--- src/rtl/ex_stage.sv ---
// MIPS execute stage: ALU control decode, ALU, branch-target adder and
// destination select, all feeding the EX/MEM pipeline register (stall/flush aware).
module ex_stage #(
  parameter int DW = 32,
  parameter int RW = 5
) (
  input  logic          clk,
  input  logic          rst,
  input  logic          stall,
  input  logic          flush,
  input  logic [1:0]    wb_ctl,
  input  logic [2:0]    m_ctl,
  input  logic          regdst,
  input  logic          alusrc,
  input  logic [1:0]    aluop,
  input  logic [DW-1:0] npc,
  input  logic [DW-1:0] rdata1,
  input  logic [DW-1:0] rdata2,
  input  logic [DW-1:0] s_extend,
  input  logic [RW-1:0] instr_2016,
  input  logic [RW-1:0] instr_1511,
  output logic [1:0]    wb_ctlout,
  output logic          branch,
  output logic          memread,
  output logic          memwrite,
  output logic [DW-1:0] add_result,
  output logic          zero,
  output logic [DW-1:0] alu_result,
  output logic [DW-1:0] rdata2out,
  output logic [RW-1:0] dest_reg,
  output logic          illegal_op
);

  typedef enum logic [3:0] {
    ALU_AND = 4'b0000,
    ALU_OR  = 4'b0001,
    ALU_ADD = 4'b0010,
    ALU_SUB = 4'b0110,
    ALU_SLT = 4'b0111,
    ALU_NOR = 4'b1100
  } alu_ctl_e;

  typedef struct packed {
    logic [1:0]    wb;
    logic          branch;
    logic          memread;
    logic          memwrite;
    logic          illegal;
    logic [DW-1:0] add_result;
    logic          zero;
    logic [DW-1:0] alu_result;
    logic [DW-1:0] rdata2;
    logic [RW-1:0] dest;
  } exmem_t;

  alu_ctl_e      alu_ctl;
  logic          illegal;
  logic [5:0]    funct;
  logic [DW-1:0] op_b;
  logic [DW-1:0] alu_raw;
  logic [DW-1:0] alu_out;
  exmem_t        nxt;
  exmem_t        q;

  assign funct = s_extend[5:0];
  assign op_b  = alusrc ? s_extend : rdata2;

  // ALU control decode; unsupported encodings raise illegal and force ADD as a don't-care
  always_comb begin
    alu_ctl = ALU_ADD;
    illegal = 1'b0;
    case (aluop)
      2'b00: alu_ctl = ALU_ADD;
      2'b01: alu_ctl = ALU_SUB;
      2'b10: begin
        case (funct)
          6'b100000: alu_ctl = ALU_ADD;
          6'b100010: alu_ctl = ALU_SUB;
          6'b100100: alu_ctl = ALU_AND;
          6'b100101: alu_ctl = ALU_OR;
          6'b101010: alu_ctl = ALU_SLT;
          6'b100111: alu_ctl = ALU_NOR;
          default:   illegal = 1'b1;
        endcase
      end
      default: illegal = 1'b1;
    endcase
  end

  always_comb begin
    alu_raw = '0;
    case (alu_ctl)
      ALU_AND: alu_raw = rdata1 & op_b;
      ALU_OR:  alu_raw = rdata1 | op_b;
      ALU_ADD: alu_raw = rdata1 + op_b;
      ALU_SUB: alu_raw = rdata1 - op_b;
      ALU_SLT: alu_raw = {{(DW-1){1'b0}}, ($signed(rdata1) < $signed(op_b))};
      ALU_NOR: alu_raw = ~(rdata1 | op_b);
      default: alu_raw = '0;
    endcase
  end

  assign alu_out = illegal ? '0 : alu_raw;

  always_comb begin
    nxt            = '0;
    nxt.wb         = wb_ctl;
    nxt.branch     = m_ctl[2];
    nxt.memread    = m_ctl[1];
    nxt.memwrite   = m_ctl[0];
    nxt.illegal    = illegal;
    nxt.add_result = npc + {s_extend[DW-3:0], 2'b00};
    nxt.zero       = (alu_out == '0);
    nxt.alu_result = alu_out;
    nxt.rdata2     = rdata2;
    nxt.dest       = regdst ? instr_1511 : instr_2016;
  end

  // Flush beats stall: the bubble clears only the control bits, data still loads
  always_ff @(posedge clk or posedge rst) begin
    if (rst) begin
      q <= '0;
    end else if (flush) begin
      q          <= nxt;
      q.wb       <= 2'b00;
      q.branch   <= 1'b0;
      q.memread  <= 1'b0;
      q.memwrite <= 1'b0;
      q.illegal  <= 1'b0;
    end else if (!stall) begin
      q <= nxt;
    end
  end

  assign wb_ctlout  = q.wb;
  assign branch     = q.branch;
  assign memread    = q.memread;
  assign memwrite   = q.memwrite;
  assign add_result = q.add_result;
  assign zero       = q.zero;
  assign alu_result = q.alu_result;
  assign rdata2out  = q.rdata2;
  assign dest_reg   = q.dest;
  assign illegal_op = q.illegal;

endmodule
--- config.mk ---
export PLATFORM = sky130hd
export DESIGN_NAME = ex_stage
export DESIGN_NICKNAME = d
export VERILOG_FILES = /design/src/rtl/ex_stage.sv
export SDC_FILE = /design/constraint.sdc
export NUM_CORES = 1
export LEC_CHECK = 0
export CAP_MARGIN = 20
export CORE_MARGIN = 5
export CORE_UTILIZATION = 50
export DETAILED_ROUTE_END_ITERATION = 7
export PLACE_DENSITY_LB_ADDON = 0.25
export SYNTH_ARGS = -nofsm -noshare
export SYNTH_HDL_FRONTEND = slang
export SYNTH_SLANG_ARGS = --single-unit
--- constraint.sdc ---
create_clock -name clk -period 10.63 [get_ports clk]
set_clock_uncertainty 0.2 [all_clocks]
set_input_delay 1.063 -clock clk [delete_from_list [all_inputs] [get_ports clk]]
set_output_delay 1.063 -clock clk [all_outputs]
set_load 0.01 [all_outputs]
======== Word-level counts from Yosys, hierarchy flattened ========
Index checks and enable logic that the tools add are counted.
storage, ports and cells
  flip-flop bits (word level) ............. 108
  logic and storage cells ................. 46
  output and inout port bits .............. 108
cells by class
  add/sub/neg operators ................... 3
  equality and inequality tests ........... 14
  bitwise operators ....................... 3
  muxes and demuxes ....................... 10
  reductions and logical operators ........ 5
  magnitude comparators ................... 1
operator list
  kind                                                    number
  two-way mux 108 bit                                     2
  case mux 32 bit (6 select lines)                        1
  adder 32 bit                                            2
  two-way mux 32 bit                                      2
  == test 6 bit (second input constant)                   6
  bitwise AND 32 bit                                      1
  logical NOT 32 bit                                      1
  < comparator 32 bit                                     1
  NOT 32 bit                                              1
  OR 32 bit                                               1
  subtractor 32 bit                                       1
  case mux 4 bit (5 select lines)                         1
  == test 4 x 3 -> 1 bit (second input constant)          2
  case mux 4 bit (2 select lines)                         1
  OR reduction 6 bit                                      1
  two-way mux 5 bit                                       1
  == test 4 x 1 -> 1 bit (second input constant)          1
  == test 4 x 2 -> 1 bit (second input constant)          1
  == test 4 bit (second input constant)                   1
  logical NOT 4 bit                                       1
  == test 2 x 1 -> 1 bit (second input constant)          1
  == test 2 bit (second input constant)                   1
  logical NOT 2 bit                                       1
  inequality test 2 x 1 -> 1 bit (second input constant)  1
  other kinds (3)                                         3

======== Longest topological paths before layout ========
  word-level depth ........................ 9
  mapped depth ............................ 17
  mapped depth without buffers ............ 16

======== Worst setup path before layout ========
No wires, ideal clock.
  path type ............................... input port to flip-flop
  from .................................... in alusrc
  to ...................................... reg q (netlist bit zero)
  required time ........................... 10.338 ns
  arrival time ............................ 4.858 ns
  slack ................................... 5.480 ns
  stages .................................. 16
  library setup time ...................... 0.092 ns
  cell sequence ........................... clkbuf_1 > buf_1 > mux2i_1 > inv_1 > ha_1 > a211o_1 > a311oi_4 > a21oi_2 > o221ai_4 > o31ai_4 > a311oi_2 > o21bai_1 > mux2_4 > a2111oi_4 > o2111ai_1 > o31ai_2
on the way
  word-level cells in the longest chain between the ends .. 8
  elaborated cells on any way between the ends .. 12
  classes of those cells .................. 2 x add/sub; 1 x order compare; 5 x mux; 3 x bitwise; 1 x reduce/logical
RTL lines
  what                                                       line  RTL
  start: declaration                                         14    input logic alusrc,
  two-way mux 32 bit (*)                                     66    assign op_b = alusrc ? s_extend : rdata2;
  branches (longest 2 deep; another with subtractor 32 bit)  --
  case mux 32 bit (6 select lines) (*)                       92    case (alu_ctl)
  two-way mux 32 bit (*)                                     103   assign alu_out = illegal ? '0 : alu_raw;
  logical NOT 32 bit (*)                                     113   nxt.zero = (alu_out == '0);
  two-way mux 108 bit                                        130   end else if (!stall) begin
  two-way mux 108 bit (*)                                    123   end else if (flush) begin
  end signal: assignment                                     124   q <= nxt;
  end signal: assignment                                     131   q <= nxt;
  end: declaration                                           63    exmem_t q;
Mark *: on every way between the ends. The select of a mux whose other input is x is not followed.
A chain may end at the register's enable or synchronous reset.

======== Final worst setup path ========
Same ends and word-level chain as after synthesis.

==> flow_summary.json <==
{
  "n_antenna_cell": 0,
  "syn_nets": 1761,
  "clk_path_buf_depth": 2,
  "synthCells": 1474,
  "cap_violations": 0,
  "synthTopCellsByCount": "nand2_1, a21oi_1, ha_1",
  "antenna_found_initial": 0,
  "yosysUniqueCellTypes": 104,
  "critPathRequiredTime_ns": 10.69,
  "grt-ovfl-total": 0,
  "io_buffers": 258,
  "antenna_left": 0,
  "io_pins": 259,
  "grt_pass1_wl_mm": 67.54,
  "dieArea_sq_um": 26360,
  "post-place-ws_ns": 4.557,
  "worst_slew_margin_rel_pct": 33.34,
  "yosys.area.top_type": "dfrtp_1",
  "hold_class": "flop to flop",
  "first_iter_violations": 1036,
  "firstDrtPassIters": 5,
  "die_h_um": 162.4,
  "ys_ff_latch": 108,
  "slowest_stage": "mux2i_1",
  "power_per_cell_area_nw_per_um2": 116.3,
  "vias": 12350,
  "drc": 0,
  "ys.warnings.count": 0,
  "crit_fanout": 32,
  "nets": 1970,
  "dp_cells": 1984,
  "die_w_um": 162.4,
  "synth_top_area_share_pct": 23.29,
  "setup_slack_ns": 4.775,
  "clock_latency_ns": 0.35,
  "start_util_pct": 50.95,
  "finalHoldViolCount": 0,
  "slowest_delay_ns": 0.68,
  "grt_setup_unrepaired": "false",
  "crit_arrival_ns": 5.91,
  "synthFlopType": "dfrtp_1",
  "crit_type": "input port to flop",
  "cts_setup_buffers": 0,
  "cts_max_level": 3,
  "gp_congestion": 0.9906,
  "num_rows": 55,
  "hold_buffers": 0,
  "finalInstanceArea_sq_um": 14750,
  "grt_max_degree": 89,
  "status": "finished, final reports clean",
  "cts_root_buffer": "clkbuf_16",
  "synth.yosys.seq_area_share_pct": 23.29,
  "final_core_util_pct": 64.76,
  "dpl.hpwl_mm": 34.36,
  "coreArea_sq_um": 22780,
  "ir_worst_vdd_mv": 0.09281,
  "syn_area_sq_um": 11610,
  "setup_viol": 0,
  "crit_top_cell": "mux2i_1",
  "final-max-slew-violation-count": 0,
  "fin_setup_tns_ns": 0,
  "fill_cells": 1986,
  "fin_crit_sh_pct": 55.08,
  "async_reset_ff_share_pct": 100.0,
  "synth.most_common_cell": "nand2_1",
  "cts_buffers": 9,
  "cts_tree": "done",
  "place_area_sq_um": 14380,
  "area_growth_pct": 27.10,
  "hold_slack_ns": 0.2666,
  "period_needed_ns": 5.855,
  "synth_area_leaders": "dfrtp_1, ha_1, nand2_1, a21oi_1, mux2i_1",
  "drive_gt1_share_pct": 4.739,
  "instances_no_fill": 2001,
  "ff_latch_area_sq_um": 2703,
  "p_leak_nw": 6.716,
  "fmax_mhz": 170.8,
  "wirelength_mm": 44.19,
  "grt_usage_pct": 32.23,
  "cp-start-kind": "input port",
  "fin_total_pwr_mw": 1.715,
  "post_cts_resized": 0,
  "cts.clk_slew.worst_paths_ns": 0.07,
  "worst_slew_pin_slew_ns": 0.9993,
  "multi_input_area_sq_um": 8198,
  "cts_sinks": 108,
  "end_kind": "flop",
  "viasPerCell": 6.170,
  "crit_chain": "buf_2 > buf_4 > mux2i_1 > ha_1 > or2_1 > or3_1 > nor2_1 > o21a_1 > o21ai_0 > a21boi_0 > mux2i_1 > nand3_1 > nor4_1 > a41oi_1 > o31ai_2",
  "grt_pass1_vias": 11870,
  "synth-edff-count": 0,
  "syn_area_per_cell_sq_um": 7.874,
  "wire_per_inst_um": 22.08
}
-- worst paths after layout --
path,start,end,slack (ns),cells after the start
max,alusrc,zero,4.78,15
min in group asynchronous,rst,add_result[22],0.87,2
min,alu_result[23],alu_result[23],0.27,2
max in group asynchronous,rst,alu_result[1],8.37,4
max reg2reg,add_result[19],add_result[19],9.63,2
min reg2reg,alu_result[23],alu_result[23],0.27,2
-- final cells by class --
| type | instances | area share [%] |
|---|---|---|
| Clock buffer | 11 | 1.713 |
| Inverter | 108 | 2.765 |
| Sequential cell | 108 | 18.32 |
| Timing Repair Buffer | 273 | 18.37 |
| Clock inverter | 5 | 0.6022 |
| Multi-Input combinational cell | 1183 | 55.57 |
| Tap cell | 313 | 2.655 |
-- metal layers --
metal	routed length (um)	vias up	global-route usage, %
met5	0	-	0
met4	1553	0	11.00
met3	3983	111	5.644
met2	20380	685	53.47
met1	18280	5805	42.56
li1	-	5745	-
-- cells by family (layout without fill, tap and decap cells) --
logic type | count (synthesis) | in the layout | share of synthesized area (%)
flops | 108 | 108 | 23.29
xor+xnor | 42 | 42 | 3.169
buf+inv | 183 | 397 | 6.253
simple gates | 466 | 466 | 18.59
mux | 52 | 52 | 4.571
compound gates | 487 | 487 | 29.28
fa+ha+maj | 136 | 136 | 14.86
-- worst max-delay path, delay by kind of cell --
kind / cells / cell delay [ns]
adder cells (fa/ha/maj): 1 / 0.50
multiplexers: 2 / 0.95
AND/OR/NAND/NOR: 5 / 1.40
buffers and inverters: 2 / 0.57
AO/OA/AOI/OAI: 5 / 1.42
-- power by group --
part	leakage, nW	switching, mW	internal, mW
Combinational	5.21	0.462	0.362
Sequential	1.33	0.0324	0.465
Clock	0.169	0.170	0.223
Total	6.72	0.665	1.05
-- cells in the final DEF (no fill, tap or decap), types with 23 or more instances in the layout --
cell type        count
nand2_1            208
nor2_1             104
o21ai_0             75
a21o_1              23
a211oi_1            41
nor3_1              30
dfrtp_1            108
ha_1               133
a21oi_1            134
mux2i_1             47
clkdlybuf4s50_1    257
inv_1              105
(Power assumes the default switching activity.)
